## src/rtl/mvu_thresh_pkg.sv

```systemverilog
`default_nettype none
// ============================================================================
// Module   : mvu_thresh_pkg
// Brief    : Shared types and helpers for the multi-threshold activation stage.
// Revision : 1.0 - initial release
// ============================================================================
package mvu_thresh_pkg;

    localparam int c_MAX_W     = 32;
    localparam int c_MAX_THRES = 64;

    typedef logic [c_MAX_W-1:0] acc_t;
    typedef logic [c_MAX_W-1:0] thr_t;
    typedef logic [c_MAX_THRES-1:0][c_MAX_W-1:0] thr_vec_t;

    function automatic int clog2_min1(input int n);
        return (n <= 1) ? 1 : $clog2(n);
    endfunction

    // Operands arrive already sign- or zero-extended to c_MAX_W bits.
    function automatic logic [7:0] thr_count(input acc_t acc, input thr_vec_t thr_vec,
                                             input int n, input logic sgn);
        logic [7:0] cnt;
        logic       ge;
        cnt = '0;
        for (int i = 0; i < c_MAX_THRES; i++) begin
            if (i < n) begin
                ge = sgn ? ($signed(acc) >= $signed(thr_vec[i])) : (acc >= thr_vec[i]);
                if (ge) cnt = cnt + 8'd1;
            end
        end
        return cnt;
    endfunction

endpackage
`default_nettype wire

```

## src/rtl/mvu_thresh_mem.sv

```systemverilog
`default_nettype none
// ============================================================================
// Module   : mvu_thresh_mem
// Brief    : Threshold register array with one write port and a registered
//            full-row read per neuron fold (read-first on collision).
// Revision : 1.0 - initial release
// ============================================================================
module mvu_thresh_mem
    import mvu_thresh_pkg::*;
#(
    parameter int PE     = 2,
    parameter int NF     = 1,
    parameter int TDstI  = 8,
    parameter int NThres = 15,
    parameter int THR_AW = clog2_min1(NF*PE*NThres),
    parameter int NF_W   = clog2_min1(NF)
)(
    input  logic                        clock,
    input  logic                        thr_we,
    input  logic [THR_AW-1:0]           thr_addr,
    input  logic [TDstI-1:0]            thr_data,
    input  logic                        rd_en,
    input  logic [NF_W-1:0]             rd_nf,
    output logic [PE*NThres*TDstI-1:0]  rd_row
);

    localparam int c_ROW   = PE*NThres;
    localparam int c_DEPTH = NF*c_ROW;

    logic [TDstI-1:0]           r_mem [c_DEPTH];
    logic [PE*NThres*TDstI-1:0] r_row;

    // Storage deliberately has no reset so thresholds survive a pipeline flush.
    always_ff @(posedge clock) begin
        if (thr_we && (32'(thr_addr) < c_DEPTH)) begin
            r_mem[thr_addr] <= thr_data;
        end
    end

    always_ff @(posedge clock) begin
        if (rd_en) begin
            for (int j = 0; j < c_ROW; j++) begin
                r_row[j*TDstI +: TDstI] <= r_mem[THR_AW'(int'(rd_nf) * c_ROW + j)];
            end
        end
    end

    assign rd_row = r_row;

endmodule
`default_nettype wire

```

## src/rtl/mvu_thresh_stream.sv

```systemverilog
`default_nettype none
// ============================================================================
// Module   : mvu_thresh_stream
// Brief    : Streaming multi-threshold activation after mvu_stream. Optional
//            output bias stage enabled by defining MVU_THRESH_BIAS_EN.
// Revision : 1.0 - initial release
// ============================================================================
module mvu_thresh_stream
    import mvu_thresh_pkg::*;
#(
    parameter int PE     = 2,
    parameter int NF     = 1,
    parameter int TDstI  = 8,
    parameter int NThres = 15,
    parameter int TOut   = 4,
    parameter int OP_SGN = 0,
`ifdef MVU_THRESH_BIAS_EN
    parameter logic signed [TOut:0] ActBias = '0,
`endif
    parameter int THR_AW = clog2_min1(NF*PE*NThres)
)(
    input  logic                 clock,
    input  logic                 reset,
    input  logic                 in_v,
    output logic                 wready,
    input  logic [PE*TDstI-1:0]  in_acc,
    output logic                 out_v,
    input  logic                 rready,
    output logic [PE*TOut-1:0]   out,
    input  logic                 thr_we,
    input  logic [THR_AW-1:0]    thr_addr,
    input  logic [TDstI-1:0]     thr_data
);

    localparam int c_NF_W    = clog2_min1(NF);
    localparam int c_OUT_MAX = (1 << TOut) - 1;

    logic                       r_live;
    logic                       r_s1_v;
    logic                       r_out_v;
    logic [c_NF_W-1:0]          r_nf;
    logic [PE*TDstI-1:0]        r_s1_acc;
    logic [PE*TOut-1:0]         r_out;
    logic [PE*NThres*TDstI-1:0] w_row;
    logic [PE*TOut-1:0]         w_cnt;
    logic                       w_s1_en;
    logic                       w_s2_en;
    logic                       w_take;

`ifdef MVU_THRESH_BIAS_EN
    logic                       r_s2_v;
    logic [PE*TOut-1:0]         r_s2_cnt;
    logic [PE*TOut-1:0]         w_biased;
    logic                       w_out_en;

    assign w_out_en = ~r_out_v | rready;
    assign w_s2_en  = ~r_s2_v | w_out_en;
`else
    assign w_s2_en  = ~r_out_v | rready;
`endif
    assign w_s1_en = ~r_s1_v | w_s2_en;
    // r_live keeps wready low through reset and the first edge after it.
    assign wready  = w_s1_en & r_live;
    assign w_take  = in_v & wready;

    always_ff @(posedge clock or posedge reset) begin
        if (reset) begin
            r_live   <= 1'b0;
            r_s1_v   <= 1'b0;
            r_nf     <= '0;
            r_s1_acc <= '0;
        end else begin
            r_live <= 1'b1;
            if (w_s1_en) r_s1_v <= w_take;
            if (w_take) begin
                r_s1_acc <= in_acc;
                r_nf     <= (r_nf == c_NF_W'(NF-1)) ? '0 : r_nf + 1'b1;
            end
        end
    end

    mvu_thresh_mem #(
        .PE     (PE),
        .NF     (NF),
        .TDstI  (TDstI),
        .NThres (NThres),
        .THR_AW (THR_AW),
        .NF_W   (c_NF_W)
    ) u_mem (
        .clock    (clock),
        .thr_we   (thr_we),
        .thr_addr (thr_addr),
        .thr_data (thr_data),
        .rd_en    (w_take),
        .rd_nf    (r_nf),
        .rd_row   (w_row)
    );

    for (genvar p = 0; p < PE; p++) begin : g_pe
        acc_t            w_acc;
        thr_vec_t        w_thr;
        logic [7:0]      w_n;
        logic [TOut-1:0] w_sat;

        always_comb begin
            w_acc = (OP_SGN != 0) ? acc_t'($signed(r_s1_acc[p*TDstI +: TDstI]))
                                  : acc_t'(r_s1_acc[p*TDstI +: TDstI]);
            w_thr = '0;
            for (int i = 0; i < NThres; i++) begin
                w_thr[i] = (OP_SGN != 0) ? thr_t'($signed(w_row[(p*NThres+i)*TDstI +: TDstI]))
                                         : thr_t'(w_row[(p*NThres+i)*TDstI +: TDstI]);
            end
            w_n   = thr_count(w_acc, w_thr, NThres, OP_SGN != 0);
            w_sat = (int'(w_n) > c_OUT_MAX) ? TOut'(c_OUT_MAX) : w_n[TOut-1:0];
        end

        assign w_cnt[p*TOut +: TOut] = w_sat;
    end

`ifdef MVU_THRESH_BIAS_EN
    for (genvar p = 0; p < PE; p++) begin : g_bias
        logic signed [TOut+1:0] w_sum;

        assign w_sum = $signed({2'b00, r_s2_cnt[p*TOut +: TOut]}) + ActBias;
        assign w_biased[p*TOut +: TOut] =
            w_sum[TOut+1]                              ? '0 :
            (w_sum > $signed((TOut+2)'(c_OUT_MAX)))    ? TOut'(c_OUT_MAX) :
                                                         w_sum[TOut-1:0];
    end

    always_ff @(posedge clock or posedge reset) begin
        if (reset) begin
            r_s2_v   <= 1'b0;
            r_s2_cnt <= '0;
            r_out_v  <= 1'b0;
            r_out    <= '0;
        end else begin
            if (w_s2_en) begin
                r_s2_v <= r_s1_v;
                if (r_s1_v) r_s2_cnt <= w_cnt;
            end
            if (w_out_en) begin
                r_out_v <= r_s2_v;
                if (r_s2_v) r_out <= w_biased;
            end
        end
    end
`else
    always_ff @(posedge clock or posedge reset) begin
        if (reset) begin
            r_out_v <= 1'b0;
            r_out   <= '0;
        end else if (w_s2_en) begin
            r_out_v <= r_s1_v;
            if (r_s1_v) r_out <= w_cnt;
        end
    end
`endif

    assign out_v = r_out_v;
    assign out   = r_out;

endmodule
`default_nettype wire

```

## config.mk

```make
export PLATFORM = sky130hd
export DESIGN_NAME = mvu_thresh_stream
export DESIGN_NICKNAME = d
export VERILOG_FILES = /design/src/rtl/mvu_thresh_pkg.sv /design/src/rtl/mvu_thresh_mem.sv /design/src/rtl/mvu_thresh_stream.sv
export SDC_FILE = /design/constraint.sdc
export NUM_CORES = 1
export LEC_CHECK = 0
export CORE_MARGIN = 5
export CORE_UTILIZATION = 50
export CTS_BUF_LIST = sky130_fd_sc_hd__clkbuf_16
export DETAILED_ROUTE_END_ITERATION = 10
export GPL_TIMING_DRIVEN = 0
export PLACE_DENSITY = 0.75
export SYNTH_ARGS = -nofsm -noshare
export SYNTH_HDL_FRONTEND = slang
export SYNTH_SLANG_ARGS = --single-unit
```

## constraint.sdc

```tcl
create_clock -name clock -period 16.27 [get_ports clock]
set_input_delay 3.254 -clock clock [delete_from_list [all_inputs] [get_ports clock]]
set_output_delay 3.254 -clock clock [all_outputs]
set_load 0.02 [all_outputs]
```

Yosys cells after proc, flatten, opt, wreduce, memory -nomap -nowiden. Memories as Yosys holds them, arrays and structs flattened. A register that Yosys moved wholly into a read port is not among the register bits. Cells that the tools add are included.

Flip-flop bits (word level): 28. Memory bits (writable): 240. Input bits: 34. Output and inout bits: 10. Memories kept: 1.

Memory list: u_mem.r_mem (depth 30, bits a word 8, rd ports 30, clocked after Yosys merged registers in 30, wr ports 1, line mvu_thresh_mem.sv:30) `logic [TDstI-1:0] r_mem [c_DEPTH];`.

Add/sub/neg operators: 58. Multiply operators: 1. Order comparisons: 33. Mux-type cells: 35. Bitwise gates (word level): 6. Reduce and logical (&&, ||, !) cells: 2.

Operators by type and width (number): >= comparator 8 bit (30); adder 8 x 1 -> 8 bit, second input constant (28); 2-to-1 mux 8 bit (28); adder 5 bit, second input constant (16); adder 5 x 4 -> 5 bit, second input constant (8); adder 5 x 3 -> 5 bit, second input constant (4); > comparator 8 x 4 -> 1 bit, second input constant (2); 2-to-1 mux 4 bit (2); adder 5 x 2 -> 5 bit, second input constant (1); < comparator 5 bit, second input constant (1); 2-to-1 mux 1 bit (5); multiplier 1 x 4 -> 4 bit, second input constant (1); bitwise AND 1 bit (2); NOT 1 bit (2); bitwise OR 1 bit (2); AND reduction 2 bit (1); adder 1 bit, second input constant (1); logical AND 1 bit (1).

Depth between registers and ports, before layout. Gate-level depths: netlist of the first run.

Depth after elaboration: 32. Depth in mapped cells: 58. Mapped depth without buffers: 58.

Cells and area by module. A second synthesis of the first run with hierarchy kept.

Cell total of the unflattened synthesis: 2093. Area, all modules: 27443.8 um^2.

Modules (own cells, without submodules): mvu_thresh_mem (instances 1, cells each 791, area an instance 17520.6 um^2, sequential area each 14413.8 um^2); mvu_thresh_stream (instances 1, cells each 1302, area an instance 9923.3 um^2, sequential area each 675.6 um^2).

Worst setup path after synthesis of the first run. OpenSTA, ideal clock, no wires.

Path type: in2reg. Start point: input port rready. End point: register u_mem.r_row[0] (netlist: u_mem.rd_row[0]), read port of u_mem.r_mem, enable pin. Arrival: 10.614 ns. Data required time: 15.573 ns. Slack: 4.959 ns. Stages on the path: 5. Cell sequence: nand3b_1 and2_1 nand2_1 clkinv_1 clkbuf_1.

Longest elaborated chain between the ends: 4.

RTL lines: start, declared (line mvu_thresh_stream.sv:28) `input logic rready,`; bitwise OR 1 bit (line mvu_thresh_stream.sv:59) `assign w_s2_en = ~r_out_v | rready;`; bitwise OR 1 bit (line mvu_thresh_stream.sv:61) `assign w_s1_en = ~r_s1_v | w_s2_en;`; bitwise AND 1 bit (line mvu_thresh_stream.sv:63) `assign wready = w_s1_en & r_live;`; via wready (line mvu_thresh_stream.sv:25) `output logic wready,`; bitwise AND 1 bit (line mvu_thresh_stream.sv:64) `assign w_take = in_v & wready;`; via u_mem.rd_en (line mvu_thresh_mem.sv:22) `input logic rd_en,`; end, declared (line mvu_thresh_mem.sv:31) `logic [PE*NThres*TDstI-1:0] r_row;`.

The timed path passes the listed nets, and every way through them passes these cells. A chain may end at the register's enable or synchronous reset.

Worst setup path in the final report of the first run.
Start point: register r_s1_acc[8]. End point: register r_out[6] (netlist: out[6]).

Longest elaborated chain between the ends: 32.

RTL lines: start, declared (line mvu_thresh_stream.sv:42) `logic [PE*TDstI-1:0] r_s1_acc;`; start signal, assigned (line mvu_thresh_stream.sv:76) `r_s1_acc <= in_acc;`; >= comparator 8 bit (line mvu_thresh_pkg.sv:28) `ge = sgn ? ($signed(acc) >= $signed(thr_vec[i])) : (acc >= thr_vec[i]);`; 2-to-1 mux 1 bit (line mvu_thresh_pkg.sv:29) `if (ge) cnt = cnt + 8'd1;`; adder 8 x 1 -> 8 bit (line mvu_thresh_pkg.sv:29); 2-to-1 mux 8 bit (line mvu_thresh_pkg.sv:29); adder 8 x 1 -> 8 bit (line mvu_thresh_pkg.sv:29); 2-to-1 mux 8 bit (line mvu_thresh_pkg.sv:29); adder 8 x 1 -> 8 bit (line mvu_thresh_pkg.sv:29); 2-to-1 mux 8 bit (line mvu_thresh_pkg.sv:29); (+16 left out); adder 8 x 1 -> 8 bit (line mvu_thresh_pkg.sv:29); 2-to-1 mux 8 bit (line mvu_thresh_pkg.sv:29); adder 8 x 1 -> 8 bit (line mvu_thresh_pkg.sv:29); 2-to-1 mux 8 bit (line mvu_thresh_pkg.sv:29); adder 8 x 1 -> 8 bit (line mvu_thresh_pkg.sv:29); 2-to-1 mux 8 bit * (line mvu_thresh_pkg.sv:29); > comparator 8 x 4 -> 1 bit (line mvu_thresh_stream.sv:114) `w_sat = (int'(w_n) > c_OUT_MAX) ? TOut'(c_OUT_MAX) : w_n[TOut-1:0];`; 2-to-1 mux 4 bit * (line mvu_thresh_stream.sv:114); end signal, assigned (line mvu_thresh_stream.sv:155) `if (r_s1_v) r_out <= w_cnt;`; end, declared (line mvu_thresh_stream.sv:43) `logic [PE*TOut-1:0] r_out;`.

Every way passes the cells marked *; elsewhere a longest branch is shown, timed or not.

==> results of run 1 <==
==> final cells by class <==
type	instances	area (µm²)
Multi-Input combinational cell	1053	8620
Inverter	244	921
Fill cell	3734	21100
Clock buffer	48	1200
Antenna cell	2	5.00
Sequential cell	507	15100
Tap cell	664	831
Clock inverter	41	400
Buffer	8	35.0
Timing Repair Buffer	55	653
==> cell usage after synthesis (7+ instances only) <==
master      n  share of area
a211oi_1    8         0.0024
a21o_1     51          0.016
a21oi_1    65          0.013
a31oi_1    12         0.0030
and2_1     20         0.0051
and3_1      9         0.0023
dfrtp_1    27          0.027
edfxtp_1  480           0.58
ha_1      268           0.14
inv_1     242          0.037
mux2_2      8         0.0037
mux2i_1    17         0.0069
nand2_1   102          0.016
nand2b_1   53          0.013
nand3_1    29         0.0059
nand4_1    10         0.0025
nor2_1     87          0.013
nor2b_1    25         0.0063
nor3_1     18         0.0037
o211ai_1   10         0.0030
o21a_1     23         0.0070
o21ai_0    47         0.0095
or2_2       9         0.0023
xnor2_1    34          0.012
xnor3_1     7         0.0064
xor2_1     16         0.0057
==> power groups by stage <==
stage	logic, W	clock network, W	registers, W
6_report	0.00146	0.00112	0.00153
5_1_grt	0.00164	0.00120	0.00154
3_5_place_dp	0.00145	0	0.00156
2_1_floorplan	0.00112	0	0.00155
3_3_place_gp	0.00136	0	0.00157
4_1_cts	0.00147	0.00114	0.00153
==> per-stage QoR <==
| step | utilization | cell area [µm²] | worst slack [ns] | hold slack, ns | power, W |
|---|---|---|---|---|---|
| after floorplan | - | 24700 | 4.96 | 0.400 | 0.00267 |
| after global placement | 0.531 | 25900 | 2.28 | 0.400 | 0.00294 |
| after detailed placement | 0.535 | 26200 | 4.20 | 0.405 | 0.00301 |
| after CTS | 0.568 | 27800 | 4.15 | 0.410 | 0.00414 |
| after global routing | 0.568 | 27800 | 3.28 | 0.417 | 0.00438 |
| final | 0.568 | 27800 | 4.07 | 0.405 | 0.00412 |
==> state kept, by name, summed over array words and instances (netlist names) <==
signal	cells
u_mem.r_mem	240
r_live	1
out_v	1
r_s1_acc	16
out	8
u_mem.rd_row	240
r_s1_v	1
==> kinds of logic (layout without fill, tap and decap cells) <==
kind of cell,after synthesis,after routing,synth area share
flip-flops,507,507,0.612
AND/OR/NAND/NOR,392,392,0.0802
AO/OA/AOI/OAI,289,289,0.0816
adder cells (fa/ha/maj),269,269,0.136
buffers and inverters,252,396,0.0386
XOR/XNOR,76,76,0.0401
multiplexers,26,26,0.0112
other,1,3,0.000152
==> cells in the final DEF, fill, tap and decap left out, types with 6 or more instances in the layout <==
cell type | netlist | routed
or2_2 | 9 | 9
nor2_1 | 87 | 87
o21a_1 | 23 | 23
nand4_1 | 10 | 10
xnor2_1 | 34 | 34
inv_1 | 242 | 251
xnor2_2 | 6 | 6
mux2_2 | 8 | 8
nand2_1 | 102 | 102
clkinv_2 | 0 | 7
clkbuf_16 | 0 | 48
buf_12 | 0 | 9
dfrtp_1 | 27 | 27
and3_1 | 9 | 9
mux2i_1 | 17 | 17
clkdlybuf4s50_1 | 0 | 35
ha_1 | 268 | 268
nand2b_1 | 53 | 53
nor2b_1 | 25 | 25
edfxtp_1 | 480 | 480
a21o_1 | 51 | 51
o211ai_1 | 10 | 10
a41oi_1 | 6 | 6
a21oi_1 | 65 | 65
bufinv_16 | 0 | 7
xnor3_1 | 7 | 7
nor3_1 | 18 | 18
a31oi_1 | 12 | 12
xor2_1 | 16 | 16
and2_1 | 20 | 20
nand3_1 | 29 | 29
buf_2 | 1 | 9
o21ai_0 | 47 | 47
a211oi_1 | 8 | 8
clkinv_1 | 1 | 12
==> per-layer routing <==
metal | GRT usage | wire (µm)
met3 | 0.0356 | 3130
met5 | 0 | 47
met4 | 0.0515 | 1070
met2 | 0.327 | 24900
met1 | 0.238 | 20700
==> worst max path at each step <==
stage,endpoint,slack (ns)
2_1_floorplan,u_mem.rd_row[0],4.96
6_report,out[6],4.07
3_3_place_gp,u_mem.rd_row[148],2.28
3_5_place_dp,out[4],4.20
4_1_cts,out[4],4.15
5_1_grt,out[4],3.28
==> worst max-delay path, delay by kind of cell, from the launching register on <==
family	cells	cell delay [ns]
AOI/OAI and AO/OA	17	3.35
adders and majority gates	13	3.85
buffers and inverters	2	0.86
and+or+nand+nor	21	2.57
muxes	3	0.80
xor gates and xnor gates	1	0.23
DFF	1	0.36
==> impl_results.md, run 1 <==
* Antenna violations before repair at 6
* Count of warnings emitted by yosys at 0
* Final Routed Wirelength at roughly 50000 µm
* TritonCTS clock tree: done
* Remaining antenna violation count after routing at 0
* Cts-stage hold buffer count at 0
* Die extent in x at about 230 µm
* Relative slew slack at 0.188
* Highest cell delay on the worst timing path at approximately 0.73 ns
* Number of iterations in the first detailed-routing pass at 6
* Clock buffer depth at 3
* Critical Path Source: r_s1_acc[8]
* Transition time at the pin with the least slew margin at about 1.2 ns
* Net count of the mapped netlist at ~2100
* Post-CTS Setup Inserts at 0
* Type of destination of the critical path: flip-flop
* Post-detailed-route wirelength per cell at roughly 19 µm
* Post-route setup TNS at 0 ns
* Slowest-stage cell, CP: inv_1
* Clock skew after layout at between 0.02 and 0.025 ns
* Proportion of synthesized flip-flops having asynchronous set or reset at 0.0533
* Dominant synthesized flop cell: edfxtp_1
* Launching point of the worst reg2reg path: r_s1_acc[8]
* Highest clock frequency the design can meet at roughly 0.082 GHz
* Number of buffers inserted by port buffering at 43
* Std cell rows at 81
* Slack of the worst reg-to-reg path at about 4.1 ns
* Detailed-route vias per instance at 5.41
* Worst-path fanout max at 16
* Die Height at 232 µm
* Share of final-layout standard cells stronger than drive strength 1 at 0.0726
* Proportion of total power due to net switching at 0.322
* Vias in the first global route at approximately 15000
* Sequential power share at 0.372
* Clock latency at the later pin of the worst-skew pair at 0.57 ns
* Vias post-DR at 14200
* Internal power component at around 0.0028 W
* Reported max-cap violation count at 0
* Sequential element share of the synthesized area at 0.612
* Arrival @ worst endpoint at ~13 ns
* DRC violations left at 0
* Final period util at 0.750
* Total of endpoints with negative setup slack in the final report at 0
* Max-slew violation count at 0
* NumNets Final at 2219
* Final Hold Violating Endpoints at 0
* Overall fraction of global-route tracks in use at 0.186
* Net switching power at ~0.0013 W
* Flip-flop and latch count after synthesis at 507
* Ratio of total power to cell area at between 100 and 150 nW/µm²
* Run status: finished, final reports clean
* Depth of the CTS H-tree at 2
* Startpoint type of the worst setup path: flip-flop
* Starting utilization of the core area at 0.505
* Placed insts at ~2500
* FF-to-FF End: out[6]
* Unrepaired setup endpoints after global routing: no
* Non-filler cells in the finished layout at 2622
* Reg clk slew, reported paths at ~0.07 ns
* Number of distinct library cells after synthesis at just under 90
* Synthesized area at roughly 25000 µm²
* Hold Path Origin: u_mem.r_mem[11][2]
* CTS buffer count at 48
* Worst Path Class, Setup: reg -> reg
* Post-layout minimum cycle time at ~12 ns
* Avg Inst Size Synth at approximately 14 µm²
* R2R cell count at 57
* Cell type with the highest occurrence count on the critical path: ha_1
* Data required time at the worst endpoint at 16.69 ns
* Portion of total power attributed to combinational logic at 0.355
* Count of cells along the worst hold path at 0
* Type of the most critical hold path: reg -> reg
* Core Region at between 40000 and 50000 µm²
* Number of instances in the synthesized netlist at about 1800
* Die Outline Area at 53900 µm²
* Congestion Overflow GR at 0
* Gates resized, CTS repair at 0
* HPWL after detailed placement at about 32000 µm
* First-pass GRT wire length at approximately 78000 µm
* Power share of the clock group at 0.273
* Number of clock sinks seen by CTS at between 500 and 600
* I/O pin cnt at 44
* Number of synthesized flops with an enable pin at 480
* Maximum number of pins on one net before global-route repair at between 60 and 70
* Placer congestion estimate at between 0.8 and 0.9
* End point of the worst hold path: u_mem.rd_row[90]
* Leakage at about 12 nW
* Number of DRC violations after detailed-routing iteration 0 at slightly below 1000
* Clock tree root driver cell: clkbuf_16
* Worst VDD drop at 0.0868 mV
* Synthesis-to-layout area growth at 12.5%
Power figures use the tool's default switching activity.
==> inputs of run 2 (changes only) <==
--- a/config.mk
+++ b/config.mk
@@ -10,7 +10,7 @@
 export CTS_BUF_LIST = sky130_fd_sc_hd__clkbuf_16
 export DETAILED_ROUTE_END_ITERATION = 10
 export GPL_TIMING_DRIVEN = 0
-export PLACE_DENSITY = 0.75
+export PLACE_DENSITY = 0.78
 export SYNTH_ARGS = -nofsm -noshare
 export SYNTH_HDL_FRONTEND = slang
 export SYNTH_SLANG_ARGS = --single-unit
==> constraint.sdc (replaced) <==
create_clock -name clock -period 10.25 [get_ports clock]
set_input_delay 2.05 -clock clock [delete_from_list [all_inputs] [get_ports clock]]
set_output_delay 2.05 -clock clock [all_outputs]
set_load 0.02 [all_outputs]
==> impl_results.md, run 2 (synthesized netlist as in run 1, its figures left out) <==
* Transition time at the pin with the least slew margin at 1.30 ns (+0.0846 ns)
* Starting utilization of the core area at 0.505 (unchanged)
* Number of DRC violations after detailed-routing iteration 0 at 1106 (+14%)
* Highest clock frequency the design can meet at 0.0985 GHz (+20%)
* Post-detailed-route wirelength per cell at 19.9 µm (+4.8%)
* NumNets Final at 2274 (+2.5%)
* Die extent in x at 232 µm (unchanged)
* Overall fraction of global-route tracks in use at 0.193 (+0.00646)
* Run status: finished, final reports clean
* Top library cells by usage in the layout, fill and taps aside: edfxtp_1 (480), ha_1 (252), inv_1 (246)
* Highest cell delay on the worst timing path at 0.38 ns (-0.35 ns)
* Vias post-DR at 14800 (+4.6%)
* Final Hold Violating Endpoints at 0 (unchanged)
* Overall power of the completed layout at 0.00746 W (+81%)
* Clock buffer depth at 3 (unchanged)
* Worst VDD drop at 0.202 mV (+130%)
* TritonCTS clock tree: done
* Cell type with the highest occurrence count on the critical path: ha_4
* Clock tree root driver cell: clkbuf_16
* Synthesis-to-layout area growth at 16.3%
* Startpoint type of the worst setup path: flip-flop
* Number of iterations in the first detailed-routing pass at 9 (+3)
* Die Outline Area at 53900 µm² (unchanged)
* HPWL after detailed placement at 31600 µm (-1.6%)
* Final period util at 0.991 (+0.241)
* Clock skew after layout at 0.0181 ns (-0.00284 ns)
* First-pass GRT wire length at 80700 µm (+3.3%)
* Leakage at 11.9 nW (+2.7%)
* Antenna violations before repair at 3 (-3)
* Depth of the CTS H-tree at 2 (unchanged)
* Ratio of total power to cell area at 260 nW/µm² (+75%)
* Die Height at 232 µm (unchanged)
* Congestion Overflow GR at 0 (unchanged)
* Number of buffers inserted by port buffering at 43 (unchanged)
* Post-layout minimum cycle time at 10.15 ns (-2.05 ns)
* Worst slack at placement at -1.67 ns (-5.87 ns)
* DRC violations left at 0 (unchanged)
* Type of the most critical hold path: reg -> reg
* Placed insts at 2527 (-0.16%)
* Maximum number of pins on one net before global-route repair at 72 (+4.3%)
* Vias in the first global route at 14900 (+2.2%)
* Type of destination of the critical path: flip-flop
* Number of clock sinks seen by CTS at 507 (unchanged)
* Std cell rows at 81 (unchanged)
* Total of endpoints with negative setup slack in the final report at 0 (unchanged)
* Non-filler cells in the finished layout at 2674 (+2.0%)
* Reported max-cap violation count at 0 (unchanged)
* Reg clk slew, reported paths at 0.07 ns (about the same)
* Arrival @ worst endpoint at 10.61 ns (-2.01 ns)
* Max-slew violation count at 0 (unchanged)
* Slowest-stage cell, CP: dfrtp_1
* Relative slew slack at 0.126 (-0.0623)
* CTS buffer count at 46 (-4.2%)
* Core Region at 48800 µm² (unchanged)
* Worst-path fanout max at 6 (-10)
* Post-route setup slack at 0.0967 ns (-3.97 ns)
* I/O pin cnt at 44 (unchanged)
* Most common library cell in the layout ignoring fill and taps: edfxtp_1
* Share of final-layout standard cells stronger than drive strength 1 at 0.140 (+0.0673)
* Data required time at the worst endpoint at 10.70 ns (-5.99 ns)
* Unrepaired setup endpoints after global routing: yes
* Final Routed Wirelength at 53200 µm (+6.9%)
* Clock latency at the later pin of the worst-skew pair at 0.58 ns (about the same)
* Detailed-route vias per instance at 5.55 (+2.6%)
* Remaining antenna violation count after routing at 0 (unchanged)
* Worst Path Class, Setup: reg -> reg
* Placer congestion estimate at 0.861 (+2.6%)
## run 2: cell types whose count changed in the layout (fill, tap and decap cells not counted), sizes merged
cell,delta
clkbuf,-2
bufinv,+2
clkinv,-9
diode,-1
inv,-3
clkinvlp,+8
buf,+57
## run 2: where the power goes
part | leakage (nW) | switching [W] | internal (W)
combinational | 6.37 | 0.00163 | 0.00160
sequential | 4.72 | 0.0000972 | 0.00234
clock | 0.796 | 0.000747 | 0.00105
total | 11.9 | 0.00248 | 0.00498
## run 2: path summary, 6_finish.rpt
check                                    from                 to  slack, ns  depth (start not counted)
setup / recovery                  r_s1_acc[8]             out[4]        0.1                         57
max in group asynchronous               reset        r_s1_acc[1]       7.51                          2
hold reg to reg            u_mem.r_mem[26][3]  u_mem.rd_row[211]       0.41                          0
hold / removal             u_mem.r_mem[26][3]  u_mem.rd_row[211]       0.41                          0
min in group asynchronous               reset       r_s1_acc[15]       2.01                          2
setup reg to reg                  r_s1_acc[8]             out[4]        0.1                         57
## run 2: repair_timing
action	CTS	global route
pin swaps	22	57
resized for setup	44	75
hold buffers	0	0
buffers inserted	45	21
endpoints found under the setup margin	8	8
## run 2: per-layer routing
metal | track usage | vias to the layer above | routed length (µm)
met5 | 0 | - | 21
met4 | 0.0720 | 4 | 1800
met3 | 0.0355 | 136 | 3770
met2 | 0.328 | 518 | 26300
met1 | 0.248 | 7263 | 21300
li1 | - | 6912 | -
## run 2: area by class of cell
type                    instances  area (µm²)
inverters                     244         928
plain buffers                   8        35.0
diodes                          1        2.50
fillers                      3490       20200
repair buffers                112        1050
clock inverters                39         437
well taps                     664         831
clock buffers                  46        1150
flip-flops and latches        507       15100
multi-input cells            1053        9150
## run 2: metrics by stage
stage	area (µm²)	hold slack (ns)	util	TNS [ns]
after floorplan	24700	0.400	-	0
after CTS	28200	0.414	0.577	0
final	28700	0.409	0.587	0
after global placement	25900	0.401	0.531	-626.64
after detailed placement	26100	0.405	0.534	-8.59
after global routing	28700	0.417	0.587	-1.28
## run 2: critical path: cells and delay by family, from the launching register on
family | cells | cell delay (ns)
AO/OA/AOI/OAI | 18 | 3.04
buffers and inverters | 4 | 0.60
AND/OR/NAND/NOR | 19 | 1.87
flip-flops | 1 | 0.38
multiplexers | 3 | 0.75
adder cells (fa/ha/maj) | 13 | 3.38
==> inputs of run 3 (changes only) <==
--- a/config.mk
+++ b/config.mk
@@ -13,4 +13,5 @@
 export PLACE_DENSITY = 0.78
 export SYNTH_ARGS = -nofsm -noshare
 export SYNTH_HDL_FRONTEND = slang
+export SYNTH_HIERARCHICAL = 1
 export SYNTH_SLANG_ARGS = --single-unit
==> impl_results.md, run 3 <==
* Run status: finished, final reports clean
* Count of buffering cells on the critical path with inverters included at 5 (+1)
* Proportion of netlist area held by the largest area contributor at 0.525 (-0.0592)
* End point of the worst hold path: out_v
* Proportion of total power due to net switching at 0.340 (+0.00804)
* Reported max-cap violation count at 0 (unchanged)
* Final hold slack at 0.492 ns (+0.0828 ns)
* Startpoint type of the worst setup path: flip-flop
* Number of distinct library cells after synthesis at 84 (-5.6%)
* Post-route setup slack at 0.401 ns (+0.304 ns)
* Net switching power at 0.00242 W (-2.5%)
* Number of buffers inserted by port buffering at 43 (unchanged)
* Cell type with the highest occurrence count on the critical path: ha_1
* Vias in the first global route at 17700 (+19%)
* Overall fraction of global-route tracks in use at 0.211 (+0.0186)
* DRC violations left at 0 (unchanged)
* Starting utilization of the core area at 0.507 (+0.00210)
* Most common library cell in the layout ignoring fill and taps: edfxtp_1
* Proportion of synthesized flip-flops having asynchronous set or reset at 0.0533 (unchanged)
* Sequential power share at 0.345 (+0.019)
* Reg clk slew, reported paths at 0.06 ns (about the same)
* Synthesis-to-layout area growth at 13.3%
* Launching point of the worst reg2reg path: r_s1_acc[8]
* Dominant synthesized flop cell: edfxtp_1
* I/O pin cnt at 44 (unchanged)
* Type of the most critical hold path: reg -> reg
* Arrival @ worst endpoint at 10.34 ns (-0.27 ns)
* Clock skew after layout at 0.0303 ns (+0.0122 ns)
* Max-slew violation count at 0 (unchanged)
* Remaining antenna violation count after routing at 0 (unchanged)
* Die Outline Area at 59700 µm² (+11%)
* Internal power component at 0.00469 W (-6.0%)
* Final Routed Wirelength at 64900 µm (+22%)
* Post-route setup TNS at 0 ns (unchanged)
* HPWL after detailed placement at 43900 µm (+39%)
* Clock latency at the later pin of the worst-skew pair at 0.60 ns (+0.02 ns)
* Total of endpoints with negative setup slack in the final report at 0 (unchanged)
* Placer congestion estimate at 0.838 (-2.6%)
* Transition time at the pin with the least slew margin at 1.43 ns (+0.125 ns)
* Fill count at 4109 (+18%)
* Share of final-layout standard cells stronger than drive strength 1 at 0.202 (+0.0624)
* Depth of the CTS H-tree at 2 (unchanged)
* Slack of the worst reg-to-reg path at 0.40 ns (+0.30 ns)
* Ratio of total power to cell area at 228 nW/µm² (-12%)
* Std cell rows at 85 (+4.9%)
* R2R cell count at 53 (-7.0%)
* Post-detailed-route wirelength per cell at 21.9 µm (+10%)
* Final period util at 0.961 (-0.0297)
* Worst-path fanout max at 4 (-2)
* Worst Path Class, Setup: reg -> reg
* Detailed-route vias per instance at 5.81 (+4.7%)
* Top area cells in the synthesized netlist: edfxtp_1 (53%), ha_1 (12%), mux2_2 (10%)
* Relative slew slack at 0.0454 (-0.0805)
* Antenna violations before repair at 5 (+2)
* First-pass GRT wire length at 98200 µm (+22%)
* Data required time at the worst endpoint at 10.74 ns (+0.04 ns)
* Type of destination of the critical path: flip-flop
* Cell type contributing the most total cell area after synthesis: edfxtp_1
* Vias post-DR at 17200 (+16%)
* Flip-flop and latch count after synthesis at 507 (unchanged)
* Post-layout minimum cycle time at 9.85 ns (-0.304 ns)
* Avg Inst Size Synth at 13.1 µm² (-3.7%)
* Leakage at 12.6 nW (+5.7%)
* CTS buffer count at 52 (+13%)
* Highest clock frequency the design can meet at 0.102 GHz (+3.1%)
* Top library cells by usage in the layout, fill and taps aside: edfxtp_1 (480), ha_1 (259), inv_1 (258)
* Worst VDD drop at 0.168 mV (-17%)
* Synthesized area at 27400 µm² (+11%)
* Die Height at 244 µm (+5.3%)
* NumNets Final at 2522 (+11%)
* Die extent in x at 244 µm (+5.3%)
* Count of warnings emitted by yosys at 6 (+6)
* Congestion Overflow GR at 0 (unchanged)
* Number of clock sinks seen by CTS at 507 (unchanged)
* Net count of the mapped netlist at 2395 (+13%)
* Slowest-stage cell, CP: ha_1
* Core Region at 54100 µm² (+11%)
* Dominant cell by count in the synthesized netlist: edfxtp_1
* Number of instances in the synthesized netlist at 2093 (+16%)
* Sequential element share of the synthesized area at 0.550 (-0.0620)
* Portion of total power attributed to combinational logic at 0.389 (-0.044)
* FF-to-FF End: out[4]
* Clock buffer depth at 3 (unchanged)
* Final Hold Violating Endpoints at 0 (unchanged)
* Maximum number of pins on one net before global-route repair at 63 (-13%)
* Power share of the clock group at 0.266 (+0.025)
* Hold Path Origin: r_s1_v
* Number of iterations in the first detailed-routing pass at 5 (-4)
* Count of cells along the worst hold path at 1 (+1)
* Family with the most delay on the worst path: adder cells
* Synth top cells by count: edfxtp_1 (480), ha_1 (268), inv_1 (246)
* Number of DRC violations after detailed-routing iteration 0 at 1569 (+42%)
* Highest cell delay on the worst timing path at 0.38 ns (about the same)
* Worst slack at placement at -0.749 ns (+0.922 ns)
* Clock tree root driver cell: clkbuf_16
* Number of synthesized flops with an enable pin at 480 (unchanged)
* TritonCTS clock tree: done
* Cts-stage hold buffer count at 0 (unchanged)
run 3: cell types whose count changed after synthesis, sizes merged, moves of 8 or more:
cell    change
a211oi      +8
a21o       -21
a21oi      +11
and2        -8
buf        +25
mux2      +236
nand2      +13
nor2       -10
o21a       -13
o21ai      +18
or3         +8
xor2        +8
run 3: cells by family after synthesis:
family	after synthesis	share of synthesized area
simple gates	398	0.0736
buf+inv	281	0.0415
xor+xnor	84	0.0346
fa+ha+maj	269	0.123
flops	507	0.550
other cells	2	0.000274
mux	261	0.106
compound gates	291	0.0712
run 3: timing repair:
item / 4_1_cts / 5_1_grt
setup endpoints to repair: 8 / 8
pin swaps: 0 / 13
buffers inserted: 4 / 21
resized for setup: 15 / 48
gates cloned: 0 / 0
hold endpoints to repair: 0 / 0
run 3: how the worst max path moves through the flow:
stage	from	end	slack, ns	cells past startpoint
floorplan	rready	u_mem/rd_row[0]	0.14	5
global placement	rready	u_mem/rd_row[201]	-3.51	6
CTS	r_s1_acc[8]	out[4]	0.03	52
global route	r_s1_acc[8]	out[4]	-0.15	53
detailed placement	r_s1_acc[8]	out[4]	-0.75	51
finish	r_s1_acc[8]	out[4]	0.40	53
run 3: final cells by class:
| type | instances | area (µm²) | area share |
|---|---|---|---|
| buffer | 34 | 218 | 0.00700 |
| antenna | 2 | 5.00 | 0.000161 |
| tap | 696 | 871 | 0.0280 |
| clock buffer | 53 | 1330 | 0.0427 |
| clock inverter | 40 | 365 | 0.0118 |
| sequential | 507 | 15100 | 0.486 |
| multi-input combinational | 1305 | 11500 | 0.371 |
| timing repair buffer | 73 | 726 | 0.0233 |
| inverter | 247 | 935 | 0.0301 |
run 3: per-stage QoR:
step / std cells / instance area, µm² / util / power [W]
2_1_floorplan: 2093 / 27400 / - / 0.00435
3_5_place_dp: 2836 / 28800 / 0.533 / 0.00489
6_report: 2957 / 31100 / 0.574 / 0.00710
3_3_place_gp: 2832 / 28700 / 0.531 / 0.00477
4_1_cts: 2933 / 30600 / 0.566 / 0.00683
5_1_grt: 2955 / 31100 / 0.574 / 0.00754
run 3: power by group through the flow:
stage | Clock, W | Combinational (W) | Sequential [W]
floorplan | 0 | 0.00187 | 0.00248
global placement | 0 | 0.00226 | 0.00251
detailed placement | 0 | 0.00240 | 0.00249
CTS | 0.00191 | 0.00246 | 0.00245
global route | 0.00201 | 0.00307 | 0.00246
finish | 0.00189 | 0.00276 | 0.00245
run 3: worst register-to-register path, delay by kind of cell, from the launching register on:
kind            cells  cell delay [ns]
fa+ha+maj          13             3.72
compound gates     13             2.16
simple gates       17             1.89
mux                 3             0.67
buf+inv             5             0.55
xor+xnor            2             0.39
flops               1             0.37
run 3: metal layers:
layer	global-route usage	vias up	share of wire	routed length (µm)
met2	0.377	552	0.51	32900
met3	0.0390	142	0.064	4130
li1	-	7931	-	-
met4	0.0589	6	0.028	1850
met5	0	-	0.00052	34
met1	0.265	8535	0.40	26000
